--- src/rtl/uart_transmit.sv ---
// rtl/uart_transmit.sv - UART transmitter with word FIFO, start/data/stop framing
//   clk_in          system clock
//   rst_in          synchronous active-high reset
//   data_in         word to queue
//   data_valid_in   data_in offered this cycle
//   data_ready_out  FIFO has room this cycle
//   tx_wire_out     registered serial line, idles high
//   busy_out        frame on the line or words queued
//   fifo_count_out  words currently queued
module uart_transmit #(
    parameter int INPUT_CLOCK_FREQ = 100_000_000,
    parameter int BAUD_RATE        = 9600,
    parameter int DATA_WIDTH       = 8,
    parameter int FIFO_DEPTH       = 4
) (
    input  logic                          clk_in,
    input  logic                          rst_in,
    input  logic [DATA_WIDTH-1:0]         data_in,
    input  logic                          data_valid_in,
    output logic                          data_ready_out,
    output logic                          tx_wire_out,
    output logic                          busy_out,
    output logic [$clog2(FIFO_DEPTH):0]   fifo_count_out
);

    localparam int BAUD_BIT_PERIOD = INPUT_CLOCK_FREQ / BAUD_RATE;
    localparam int BW = (BAUD_BIT_PERIOD > 1) ? $clog2(BAUD_BIT_PERIOD) : 1;
    localparam int IW = $clog2(DATA_WIDTH) + 1;
    localparam int PW = (FIFO_DEPTH > 1) ? $clog2(FIFO_DEPTH) : 1;
    localparam int CW = $clog2(FIFO_DEPTH) + 1;

    localparam logic [BW-1:0] BAUD_LAST = BW'(BAUD_BIT_PERIOD - 1);
    localparam logic [IW-1:0] BIT_LAST  = IW'(DATA_WIDTH - 1);
    localparam logic [CW-1:0] FIFO_FULL = CW'(FIFO_DEPTH);

    typedef enum logic [1:0] {IDLE, START, DATA, STOP} state_t;

    state_t                state;
    logic [DATA_WIDTH-1:0] mem [FIFO_DEPTH];
    logic [PW-1:0]         wr_ptr;
    logic [PW-1:0]         rd_ptr;
    logic [DATA_WIDTH-1:0] shift_reg;
    logic [BW-1:0]         baud_cnt;
    logic [IW-1:0]         bit_idx;
    logic                  push;
    logic                  pop;
    logic                  baud_last;
    logic                  fifo_empty;

    assign data_ready_out = !rst_in && (fifo_count_out != FIFO_FULL);
    assign push           = data_valid_in && data_ready_out;
    assign fifo_empty     = (fifo_count_out == '0);
    assign baud_last      = (baud_cnt == BAUD_LAST);
    // A word leaves the FIFO either from idle or on the last stop-bit cycle,
    // the latter giving zero-gap back-to-back frames.
    assign pop = !fifo_empty && ((state == IDLE) || ((state == STOP) && baud_last));

    // Storage needs no reset: the count and pointers define what is valid.
    always_ff @(posedge clk_in) begin
        if (push) begin
            mem[wr_ptr] <= data_in;
        end
    end

    always_ff @(posedge clk_in) begin
        if (rst_in) begin
            state          <= IDLE;
            wr_ptr         <= '0;
            rd_ptr         <= '0;
            fifo_count_out <= '0;
            baud_cnt       <= '0;
            bit_idx        <= '0;
            shift_reg      <= '0;
            tx_wire_out    <= 1'b1;
            busy_out       <= 1'b0;
        end else begin
            if (push) begin
                wr_ptr <= wr_ptr + PW'(1);
            end
            if (pop) begin
                rd_ptr    <= rd_ptr + PW'(1);
                shift_reg <= mem[rd_ptr];
            end
            case ({push, pop})
                2'b10:   fifo_count_out <= fifo_count_out + CW'(1);
                2'b01:   fifo_count_out <= fifo_count_out - CW'(1);
                default: fifo_count_out <= fifo_count_out;
            endcase

            // Line level follows the state one cycle late, so every level is held
            // for exactly one baud period and the pin comes straight from a flop.
            tx_wire_out <= (state == START) ? 1'b0 :
                           (state == DATA)  ? shift_reg[0] : 1'b1;
            busy_out    <= (state != IDLE) || !fifo_empty;

            case (state)
                IDLE: begin
                    baud_cnt <= '0;
                    if (pop) begin
                        state <= START;
                    end
                end
                START: begin
                    if (baud_last) begin
                        baud_cnt <= '0;
                        bit_idx  <= '0;
                        state    <= DATA;
                    end else begin
                        baud_cnt <= baud_cnt + BW'(1);
                    end
                end
                DATA: begin
                    if (baud_last) begin
                        baud_cnt  <= '0;
                        shift_reg <= shift_reg >> 1;
                        bit_idx   <= bit_idx + IW'(1);
                        if (bit_idx == BIT_LAST) begin
                            state <= STOP;
                        end
                    end else begin
                        baud_cnt <= baud_cnt + BW'(1);
                    end
                end
                STOP: begin
                    if (baud_last) begin
                        baud_cnt <= '0;
                        state    <= pop ? START : IDLE;
                    end else begin
                        baud_cnt <= baud_cnt + BW'(1);
                    end
                end
                default: state <= IDLE;
            endcase
        end
    end

endmodule

--- config.mk ---
export PLATFORM = sky130hd
export DESIGN_NAME = uart_transmit
export DESIGN_NICKNAME = d
export VERILOG_FILES = /design/src/rtl/uart_transmit.sv
export SDC_FILE = /design/constraint.sdc
export NUM_CORES = 1
export LEC_CHECK = 0
export CORE_ASPECT_RATIO = 1.4
export CORE_MARGIN = 1.5
export CORE_UTILIZATION = 25
export DETAILED_ROUTE_END_ITERATION = 10
export MAX_ROUTING_LAYER = met4
export PLACE_DENSITY_LB_ADDON = 0.25
export SLEW_MARGIN = 0
export SYNTH_ARGS = -nofsm -noshare
export SYNTH_HDL_FRONTEND = slang
export SYNTH_SLANG_ARGS = --single-unit
--- constraint.sdc ---
create_clock -name clk_in -period 4.75 [get_ports clk_in]
set_clock_uncertainty 0.15 [all_clocks]
set_input_delay 0.95 -clock clk_in [delete_from_list [all_inputs] [get_ports clk_in]]
set_output_delay 0.95 -clock clk_in [all_outputs]
set_load 0.02 [all_outputs]
==> flow_metrics.py <==
metrics = {
    "place": {
        "portBuffers": 16,
        "dpl_worst_slack_ps": 1221,
        "placed_cells": 409,
        "gp_congestion": 0.6555,
        "dp_hpwl_mm": 3.799,
    },
    "hold_path": {
        "hold_path_class": "flop to flop",
        "min_from": "baud_cnt[0]",
        "whs_endpoint": "baud_cnt[0]",
        "hold_depth": 1,
    },
    "setup_path": {
        "crit-reg2reg-launch": "baud_cnt[0]",
        "crit_path_start_kind": "input port",
        "worstSetupPathType": "input port to output port",
        "rr_endpoint": "fifo_count_out[2]",
        "slowest_delay_ps": 690,
        "worst_ep_arrival_time_ps": 2420,
        "cp-end-kind": "output port",
        "cpMaxStageDelayCell": "clkdlybuf4s50_1",
        "required_ps": 3650,
        "rr_worst_depth": 11,
        "cpMostUsedCell": "clkdlybuf4s50_1",
        "crit_start": "rst_in",
        "r2r_slack_ps": 1760,
        "crit_path_cell_trace": "clkdlybuf4s50_1 > a31oi_1 > clkdlybuf4s50_1",
        "path_max_fanout": 6,
    },
    "sta": {
        "finalWorstSetupSlack_ps": 1228,
        "timing.final.crit_share": 0.7414,
        "fin_setup_tns_ps": 0,
        "timing.final.hold_violations": 0,
        "tightest_slew_ps": 576.3,
        "period_needed_ps": 3522,
        "slew_violations": 0,
        "fmax_mhz": 284.0,
        "slew_headroom": 0.6152,
        "rsz0062_at_grt": "false",
        "setup_viol": 0,
    },
    "clock_tree": {
        "postCtsSetupBuffers": 0,
        "clk_path_buf_depth": 2,
        "clk_pin_slew_ps": 60,
        "ctsHoldBuffers": 0,
        "cts_tree": "done",
        "numCtsBuffers": 9,
        "cts_num_sinks": 71,
        "htree_levels": 3,
        "root_buffer": "clkbuf_16",
        "insertion_delay_ps": 330,
        "cts_resized": 0,
    },
    "final_layout": {
        "final_net_count": 297,
        "drive_gt1_frac": 0.1295,
        "largest_register_ffs": 32,
        "syn2layout_area_growth_pct": 20.30,
        "instances_no_fill": 425,
        "fillers": 1248,
        "diodes": 0,
        "final_common_cell": "dfxtp_1",
        "final_cell_mix": "39 x dfxtp_1, 33 x nor2_1, 32 x edfxtp_1, 16 x clkdlybuf4s50_1",
    },
    "route": {
        "first_pass_iters": 4,
        "wl_mm": 5.457,
        "drc": 0,
        "drt-vias-per-instance": 4.379,
        "drt_iter0_drc": 65,
        "wl_per_cell_um": 12.84,
        "antenna_left": 0,
        "route.vias.total": 1861,
    },
    "status": {
        "outcome": "completed",
    },
    "yosys": {
        "synth_top_area_share": 0.3137,
        "synthTopCellsByArea": "edfxtp_1 31%, dfxtp_1 25%, mux4_2 5.9%",
        "synth_top_area_cell": "edfxtp_1",
        "syn_area_sq_um": 3063,
        "ys_warn_count": 0,
        "synth_cell_types": 44,
        "syn_nets": 278,
        "synth_edf_count": 32,
        "synth_seq_area_share": 0.5686,
        "async_flop_share": 0,
        "synth_seq_cells": 71,
        "synth.avg_cell_area_sq_um": 12.06,
        "synthesis.instances": 254,
        "synth_flop_cell": "dfxtp_1",
    },
    "global_routing": {
        "grt_pass1_vias": 1973,
        "grt_max_degree": 27,
        "overflow": 0,
        "antenna_found_initial": 0,
        "grt_usage": 0.1020,
        "grt_pass1_wl_mm": 9.494,
    },
    "floorplan": {
        "placementRows": 47,
        "die-area_sq_um": 12930,
        "fp.dieW_um": 96.55,
        "ios": 17,
        "fp.coreArea_sq_um": 11880,
        "die_h_um": 134.0,
        "start_util": 0.2578,
    },
    "power_and_ir_drop": {
        "p_leak_uw": 0.001313,
        "power.density_nw_per_um2": 567.4,
        "ir_drop_mv": 0.2314,
    },
    "flow_run": {
        "max_cap_viol_count": 0,
    },
}
stage by stage:
| stage | instance area [sq um] | util | power [uW] | hold slack (ps) |
|---|---|---|---|---|
| floorplan | 3063 | - | 1225 | 267.5 |
| global placement | 3357 | 0.2826 | 1363 | 281.6 |
| detailed placement | 3357 | 0.2826 | 1375 | 294.4 |
| CTS | 3685 | 0.3102 | 2127 | 303.4 |
| global route | 3685 | 0.3102 | 2223 | 326.8 |
| finish | 3685 | 0.3102 | 2091 | 296.1 |
report_power, final:
part           switching, uW  leakage (uW)  total, uW  internal, uW
Combinational            304      0.000543        553           249
Clock                    273      0.000163        741           468
Sequential              69.7      0.000608        797           727
Total                    647       0.00131       2090          1440
final cells by class:
| cell class | instances | area (sq um) | area share |
|---|---|---|---|
| sequential | 71 | 1742 | 0.4727 |
| multi-input combinational | 163 | 1220 | 0.3311 |
| clock buffer | 9 | 225.2 | 0.06112 |
| tap | 147 | 183.9 | 0.04992 |
| timing repair buffer | 17 | 167.7 | 0.04550 |
| clock inverter | 7 | 102.6 | 0.02784 |
| inverter | 11 | 43.79 | 0.01188 |
critical path: cells and delay by family:
| kind | cells | cell delay [ps] |
|---|---|---|
| AOI/OAI and AO/OA | 1 | 360 |
| buffers and inverters | 2 | 1120 |
kinds of logic after synthesis:
kind of cell             after synthesis  share of synthesized area
AND/OR/NAND/NOR                       87                     0.1462
adder cells (fa/ha/maj)               13                    0.05555
buffers and inverters                 20                    0.03309
AO/OA/AOI/OAI                         36                    0.07966
multiplexers                          11                    0.06863
XOR/XNOR                              16                    0.04821
flip-flops                            71                     0.5686
worst max-delay path by stage:
stage | to | slack (ps) | cells after the start
3_5_place_dp | data_ready_out | 1220 | 3
5_1_grt | data_ready_out | 1070 | 3
6_report | data_ready_out | 1230 | 3
2_1_floorplan | fifo_count_out[2] | 1650 | 10
4_1_cts | data_ready_out | 1220 | 3
3_3_place_gp | data_ready_out | 1240 | 3
cells in the mapped netlist, drive strengths merged (7+ instances only):
library cell  number
dfxtp             39
xnor2              9
inv               11
mux4               8
nor2              33
edfxtp            32
and3               8
nand2             15
buf                7
xor2               7
ha                12
a21oi             15
a211oi             7
metal layers:
| layer | vias to the layer above | GRT usage | part of all wire |
|---|---|---|---|
| met1 | 887 | 0.1073 | 0.42 |
| met4 | 0 | 0.06039 | 0.026 |
| met3 | 9 | 0.02211 | 0.021 |
| met2 | 19 | 0.1709 | 0.53 |
| met5 | - | - | 0 |
| li1 | 946 | - | - |
Note: power is estimated with default switching activity, not from simulation.
